## src/rtl/background_controller.sv

```systemverilog
// background_controller: sequences CLEAR/DRAW passes for the start, game and game-over backgrounds.
// Optional DRAW watchdog is compiled in by defining BG_CTRL_WATCHDOG_EN.
module background_controller #(
    parameter int PIXELS  = 19200,
    parameter int TIMEOUT = 20000
) (
    input  logic       clock,
    input  logic       reset,
    input  logic       req_start,
    input  logic       req_game,
    input  logic       req_gameover,
    input  logic       background_drawn,
    output logic       draw_start_background,
    output logic       draw_background,
    output logic       draw_gameover_background,
    output logic       datapath_clear,
    output logic       plot,
    output logic       busy,
    output logic       frame_done,
    output logic [1:0] cur_sel,
    output logic       timeout_err
);
    // state | meaning
    // IDLE  | waiting for a pending or incoming request
    // CLEAR | one cycle of datapath counter clear, selection is fixed
    // DRAW  | selected draw enable high until background_drawn
    // DONE  | one-cycle completion: frame_done, or timeout_err on watchdog abort
    typedef enum logic [1:0] {
        S_IDLE  = 2'd0,
        S_CLEAR = 2'd1,
        S_DRAW  = 2'd2,
        S_DONE  = 2'd3
    } state_t;

    localparam logic [1:0] SEL_NONE  = 2'b00;
    localparam logic [1:0] SEL_START = 2'b01;
    localparam logic [1:0] SEL_GAME  = 2'b10;
    localparam logic [1:0] SEL_OVER  = 2'b11;

    if (PIXELS < 1 || TIMEOUT < 1 || TIMEOUT > 32767) begin : g_bad_params
        $error("background_controller: PIXELS/TIMEOUT out of range");
    end

    state_t     state, state_next;
    logic [2:0] pending;          // {gameover, start, game}
    logic [2:0] req_vec;
    logic [2:0] pend_eff;
    logic [2:0] clr_mask;
    logic [1:0] sel_pick;
    logic [1:0] sel_next;
    logic       timeout_hit;
    logic       wd_expired;

    assign req_vec  = {req_gameover, req_start, req_game};
    assign pend_eff = pending | req_vec;

`ifdef BG_CTRL_WATCHDOG_EN
    logic [14:0] wd_cnt;

    assign wd_expired = (wd_cnt == 15'(TIMEOUT - 1));

    always_ff @(posedge clock or posedge reset) begin
        if (reset) begin
            wd_cnt <= '0;
        end else if (state == S_CLEAR) begin
            wd_cnt <= '0;
        end else if (state == S_DRAW) begin
            wd_cnt <= wd_cnt + 15'd1;
        end
    end
`else
    assign wd_expired = 1'b0;
`endif

    always_comb begin
        sel_pick = SEL_NONE;
        if (pend_eff[2]) begin
            sel_pick = SEL_OVER;
        end else if (pend_eff[1]) begin
            sel_pick = SEL_START;
        end else if (pend_eff[0]) begin
            sel_pick = SEL_GAME;
        end
    end

    always_ff @(posedge clock or posedge reset) begin
        if (reset) begin
            state   <= S_IDLE;
            cur_sel <= SEL_NONE;
        end else begin
            state   <= state_next;
            cur_sel <= sel_next;
        end
    end

    always_comb begin
        state_next  = state;
        sel_next    = cur_sel;
        clr_mask    = 3'b000;
        timeout_hit = 1'b0;
        case (state)
            S_IDLE: begin
                if (|pend_eff) begin
                    state_next = S_CLEAR;
                    sel_next   = sel_pick;
                end
            end
            S_CLEAR: begin
                state_next = S_DRAW;
                case (cur_sel)
                    SEL_OVER:  clr_mask = 3'b100;
                    SEL_START: clr_mask = 3'b010;
                    SEL_GAME:  clr_mask = 3'b001;
                    default:   clr_mask = 3'b000;
                endcase
            end
            S_DRAW: begin
                // Game-over preempts any other pass and restarts through CLEAR.
                if (pend_eff[2] && cur_sel != SEL_OVER) begin
                    state_next = S_CLEAR;
                    sel_next   = SEL_OVER;
                end else if (background_drawn) begin
                    state_next = S_DONE;
                end else if (wd_expired) begin
                    state_next  = S_DONE;
                    timeout_hit = 1'b1;
                end
            end
            S_DONE: begin
                state_next = S_IDLE;
            end
            default: begin
                state_next = S_IDLE;
            end
        endcase
    end

    // Outputs are registered from the next state so they line up with the state register.
    always_ff @(posedge clock or posedge reset) begin
        if (reset) begin
            pending                  <= 3'b000;
            draw_start_background    <= 1'b0;
            draw_background          <= 1'b0;
            draw_gameover_background <= 1'b0;
            datapath_clear           <= 1'b0;
            plot                     <= 1'b0;
            busy                     <= 1'b0;
            frame_done               <= 1'b0;
            timeout_err              <= 1'b0;
        end else begin
            pending                  <= (pending & ~clr_mask) | req_vec;
            draw_start_background    <= (state_next == S_DRAW) && (sel_next == SEL_START);
            draw_background          <= (state_next == S_DRAW) && (sel_next == SEL_GAME);
            draw_gameover_background <= (state_next == S_DRAW) && (sel_next == SEL_OVER);
            datapath_clear           <= (state_next == S_CLEAR);
            plot                     <= (state == S_DRAW) && !background_drawn;
            busy                     <= (state_next != S_IDLE);
            frame_done               <= (state_next == S_DONE) && !timeout_hit;
            timeout_err              <= timeout_hit;
        end
    end

endmodule

```

## config.mk

```make
export PLATFORM = sky130hd
export DESIGN_NAME = background_controller
export DESIGN_NICKNAME = d
export VERILOG_FILES = /design/src/rtl/background_controller.sv
export SDC_FILE = /design/constraint.sdc
export NUM_CORES = 1
export LEC_CHECK = 0
export ABC_AREA = 1
export BUFFER_PORTS_ARGS = -buffer_cell sky130_fd_sc_hd__buf_4
export CAP_MARGIN = 20
export CORE_MARGIN = 3
export CORE_UTILIZATION = 40
export DETAILED_ROUTE_END_ITERATION = 8
export GPL_TIMING_DRIVEN = 0
export MAX_ROUTING_LAYER = met4
export PLACE_DENSITY = 0.65
export SYNTH_ARGS = -nofsm -noshare
export SYNTH_HDL_FRONTEND = slang
export SYNTH_SLANG_ARGS = --single-unit
```

## constraint.sdc

```tcl
create_clock -name clock -period 1.15 [get_ports clock]
set_input_delay 0.23 -clock clock [delete_from_list [all_inputs] [get_ports clock]]
set_output_delay 0.23 -clock clock [all_outputs]
set_load 0.02 [all_outputs]
```

* Word level (Yosys, flattened, before mapping) *
Cells that the tools add are included.
Widths: inputs -> output; s select.

word-level totals
  register bits = 14
  latch bits = 0
  RAM bits = 0
  bits in read-only memories = 0
  input port bits = 6
  memories = 0

operators by class
  add/subtract/negate cells = 0
  multiply operators = 0
  divide/modulo/power cells = 0
  $lt $le $gt $ge = 0
  equal/unequal tests = 13
  shift operators = 0
  multiplexer cells = 12
  bitwise gates (word level) = 4
  reductions and logical operators = 9

operators with widths
  operator            number
  $eq 2x2->1 const B  8
  $mux 2              8
  $pmux 3 s3          1
  $eq 2x1->1 const B  4
  $pmux 2 s4          1
  $or 3x3->3          2
  $logic_and 1x1->1   5
  $pmux 2 s2          1
  $and 3x3->3         1
  $mux 3              1
  $not 3->3           1
  $reduce_or 3->1     1
  $logic_not 2->1     1
  $ne 2x2->1 const B  1
  $reduce_bool 2->1   1
  $logic_not 1->1     1

* Longest topological paths before layout *
  word-level depth = 8
  mapped depth = 8

* Least setup slack after synthesis *
Ideal clock, no wire load.

  path kind = register to register
  from = register cur_sel[0]
  to = register busy
  arrival = 1.144 ns
  data required time = 1.026 ns
  setup slack = -0.118 ns
  cell stages (with the launch flop) = 7
  buffers on the path = 0
  period minus slack after synthesis = 1.268 ns
  path through = dfrtp_1 -> nand2_1 -> inv_2 -> nor2_2 -> o21ai_2 -> nand2_2 -> or2_1

between the ends
  cells in the longest elaborated chain, start to end = 5

ends and longest elaborated chain
  what                    line  text
  from (decl)             20    output logic [1:0] cur_sel,
  from (signal assigned)  92    cur_sel <= sel_next;
  $ne 2x2->1              119   if (pend_eff[2] && cur_sel != SEL_OVER) begin
  $logic_and 1x1->1       119
  $mux 2                  119
  $pmux 2 s4              101   case (state)
  net state_next[0]       44    state_t state, state_next;
  $reduce_bool 2->1       157   busy <= (state_next != S_IDLE);
  to (signal assigned)    157
  to (decl)               18    output logic busy,

The timed path passes the listed nets, and every way through them passes these cells.

* Worst setup path after layout *
  from = register pending[2]
  to = register busy

between the ends
  cells in the longest elaborated chain, start to end = 5
  elaborated cells between the ends (all ways) = 7

ends and longest elaborated chain
  what                                                         line      text
  from (decl)                                                  45        logic [2:0] pending;
  from (signal assigned)                                       151       pending <= (pending & ~clr_mask) | req_vec;
  $or 3x3->3 (*)                                               55        assign pend_eff = pending | req_vec;
  $reduce_or 3->1 / $logic_and 1x1->1 (equally long branches)  103, 119
  $mux 2 (on tied branches)                                    103, 119
  $pmux 2 s4 (*)                                               101
  net state_next[0]                                            44
  $reduce_bool 2->1 (*)                                        157

The timed path passes the listed nets; every way through them passes the cells marked *.

==> summary.txt <==
Global routing
  – GRT overflow: 0
  – Global-route wire length before repair: ~2200 microns
  – Global-route usage over all layers: between 10% and 20%
  – Vias in the first global route: between 500 and 600
  – Antenna violations before repair: 0
  – Maximum number of pins on one net before global-route repair: 15

Drt
  – Count of vias placed by the detailed router: between 500 and 600
  – Sum of routed wire length over all layers: 1450 microns
  – Post-route ant nets: 0
  – Pre-Repair DR Iteration Count: 4
  – Mean number of vias per cell: roughly 4.9
  – Post-detailed-route wirelength per cell: approximately 12 microns
  – Remaining DRCs: 0
  – Iteration-0 DRC count of the detailed router: 6

Run
  – Number of max-cap violations: 0

Final layout
  – Antenna diode instance count: 0
  – Layout overhead on the synthesized area: 46.9%
  – Fin nets: roughly 110
  – Finished Layout Cells: between 100 and 150
  – Combined area of the multi-input logic cells: around 300 sq um
  – Area occupied by registers: between 300 and 400 sq um
  – Filler Cells Inserted: 110
  – Fraction of layout cells with a size suffix above 1: between 50% and 60%

Clock network
  – Number of clock sinks: 14
  – Root Buffer: sky130_fd_sc_hd__clkbuf_4
  – CTS H-Tree Depth: 1
  – Clk Latency, worst-skew pair: roughly 0.28 ns
  – Number of buffers created by CTS: 3
  – Clk pin slew, worst setup/hold paths: roughly 0.08 ns
  – Clock tree buffer depth: 2
  – TritonCTS clock tree: built

STA
  – Final setup violation count: 6
  – Transition at the pin with the smallest max-transition slack: a little over 0.5 ns
  – Peak clock frequency supported by timing: 810 MHz
  – Final hold viol count: 0
  – Max-slew violation count: 0
  – Final period utilization: 107%
  – RSZ-0062 raised after global routing: yes
  – Worst-case setup margin in the final layout: -0.0841 ns
  – Worst clock skew: ~0.0065 ns
  – Slew Limit Headroom: approximately two thirds
  – Sum of negative setup slack: -0.331 ns
  – Clock period minus final worst setup slack: approximately 1.2 ns

Yosys
  – Number of library cell types mapped by synthesis: 21
  – Fraction of post-synthesis cell area in the top cell type by area: between 50% and 60%
  – Count of warnings emitted by yosys: 0
  – Number of flops mapped to enable cells by yosys: 0
  – Post-synth net total: 80
  – Syn Inst Count: 74
  – Area of the mapped netlist: between 600 and 700 sq um
  – Top flip-flop cell by instance count after synthesis: sky130_fd_sc_hd__dfrtp_1
  – Largest area contributor in the netlist: sky130_fd_sc_hd__dfrtp_1
  – Number of synthesized register bits: 14
  – Portion of the post-synthesis area used by sequential elements: 54.3%
  – Cells taking the most area after synthesis: sky130_fd_sc_hd__dfrtp_1 54%, sky130_fd_sc_hd__nand2_1 9.3%, sky130_fd_sc_hd__inv_1 5.8%
  – Async S/R FF share, synth: 100%
  – Synthesized area divided by synthesized cell count: ~8.7 sq um

Run status
  – Violated checks: negative setup slack
  – Outcome: finished, violations left

Power
  – Static Leakage: a little under 0.5 nW
  – Power density over the cells: roughly 2900 mW/mm^2
  – Worst voltage drop across the vdd grid: about 1.7 mV

Setup path
  – Library cell appearing most often on the critical path: sky130_fd_sc_hd__nor2_4
  – Endpoint class of the critical path: flop
  – Arrival time of data at the critical path endpoint: around 1.4 ns
  – Critical Path Max Stage Delay: between 0.4 and 0.5 ns
  – Maximum fanout count along the critical path: 5
  – Required time of the critical path: ~1.3 ns
  – Critical-path cell list: nor2_4 -> nor2_4 -> o21ai_4 -> nand2_2 -> or2_1
  – Path type of the worst setup path: flop to flop
  – Kind of start point of the critical path: flop
  – Slowest CP cell: sky130_fd_sc_hd__dfrtp_1

Floorplanning
  – I/O pin total: 16
  – Total die area: about 0.0021 sq mm
  – Starting Density: a little under half
  – Height of the die: 46.2 microns
  – Num rows: 13
  – Die Width: about 46 microns
  – Placeable core area: roughly 0.0014 sq mm

Placed design
  – Last weighted congestion value of the routability-driven placer: 0.786
  – Cell count after placement: about 100
  – Post-DP HPWL: 945 microns
  – Number of input and output port buffers inserted: 14

Worst hold path
  – Kind of path behind the tightest hold check: input port to flop
cells in the final DEF, fill, tap and decap left out, types with 5 or more instances in the layout:
cell type                 count
sky130_fd_sc_hd__nand2_2      6
sky130_fd_sc_hd__nand2_1     10
sky130_fd_sc_hd__dfrtp_1     11
sky130_fd_sc_hd__nor2_1       6
sky130_fd_sc_hd__buf_4       20
sky130_fd_sc_hd__inv_1        9
sky130_fd_sc_hd__nor2_4       5
synthesized netlist by cell type, types with 2 or more instances:
master	n
sky130_fd_sc_hd__nand3_1	3
sky130_fd_sc_hd__inv_1	10
sky130_fd_sc_hd__nor2_1	9
sky130_fd_sc_hd__nor2_2	2
sky130_fd_sc_hd__nor2_4	2
sky130_fd_sc_hd__inv_2	3
sky130_fd_sc_hd__nand2_1	16
sky130_fd_sc_hd__a21oi_1	3
sky130_fd_sc_hd__dfrtp_1	14
worst paths after layout:
| kind | start | end | slack [ns] | depth (start not counted) |
|---|---|---|---|---|
| setup / recovery | pending[2] | busy | -0.08 | 5 |
| hold / removal | background_drawn | plot | 0.14 | 2 |
| setup reg to reg | pending[2] | busy | -0.08 | 5 |
| hold reg to reg | pending[0] | pending[0] | 0.55 | 2 |
| max in group asynchronous | reset | state[0] | 0.25 | 3 |
| min in group asynchronous | reset | datapath_clear | 0.53 | 3 |
final cells by class:
cell class	count	area share, %
clock buffer	4	2.77
tap	15	1.98
sequential	14	37.3
timing repair buffer	23	20.6
buffer	1	0.792
inverter	13	5.41
multi-input combinational	46	31.1
where the power goes:
| group | switching [W] | internal (W) | leakage [nW] |
|---|---|---|---|
| logic | 0.000893 | 0.000708 | 0.302 |
| registers | 0.000155 | 0.000695 | 0.163 |
| clock network | 0.000147 | 0.000135 | 0.0150 |
| total | 0.00119 | 0.00154 | 0.480 |
what timing repair did:
| item | in CTS | in global routing |
|---|---|---|
| hold buffers | 1 | 0 |
| pin swaps | 4 | 10 |
| endpoints found under the setup margin | 4 | 9 |
| endpoints found under the hold margin | 14 | 0 |
| buffers inserted | 4 | 4 |
| resized for setup | 6 | 14 |
routing by layer:
layer  GRT usage, %  routed length (microns)
met1           17.6                      581
met2           24.2                      743
met3           7.81                      100
met4           6.82                       21
met5              -                        0
per-stage QoR:
step | cell area [sq um] | utilization, % | power [W] | worst slack, ns | hold slack (ns)
floorplan | 648 | - | 0.00164 | -0.0300 | 0.119
global placement | 772 | 55.2 | 0.00199 | -0.0650 | 0.305
detailed placement | 772 | 55.2 | 0.00200 | -0.0842 | 0.300
CTS | 877 | 62.7 | 0.00251 | -0.0905 | 0.133
global route | 948 | 67.8 | 0.00295 | -0.162 | 0.132
finish | 948 | 67.8 | 0.00273 | -0.0841 | 0.138
flip-flops by register name (all words and copies together) (netlist names):
signal,flops
busy,1
cur_sel,2
datapath_clear,1
draw_background,1
draw_gameover_background,1
draw_start_background,1
frame_done,1
pending,3
plot,1
state,2
cell families (layout without fill, tap and decap cells):
logic type	count (synthesis)	count (layout)	synth area share, %
flip-flops	14	14	54.3
AO/OA/AOI/OAI	8	8	8.92
buffers and inverters	14	41	8.72
other	1	1	0.581
AND/OR/NAND/NOR	37	37	27.5
worst max-delay path: cells and delay by family (launching register included):
family | cells | cell delay (ns)
compound gates | 1 | 0.16
flops | 1 | 0.42
simple gates | 4 | 0.53
Power figures use the tool's default switching activity.
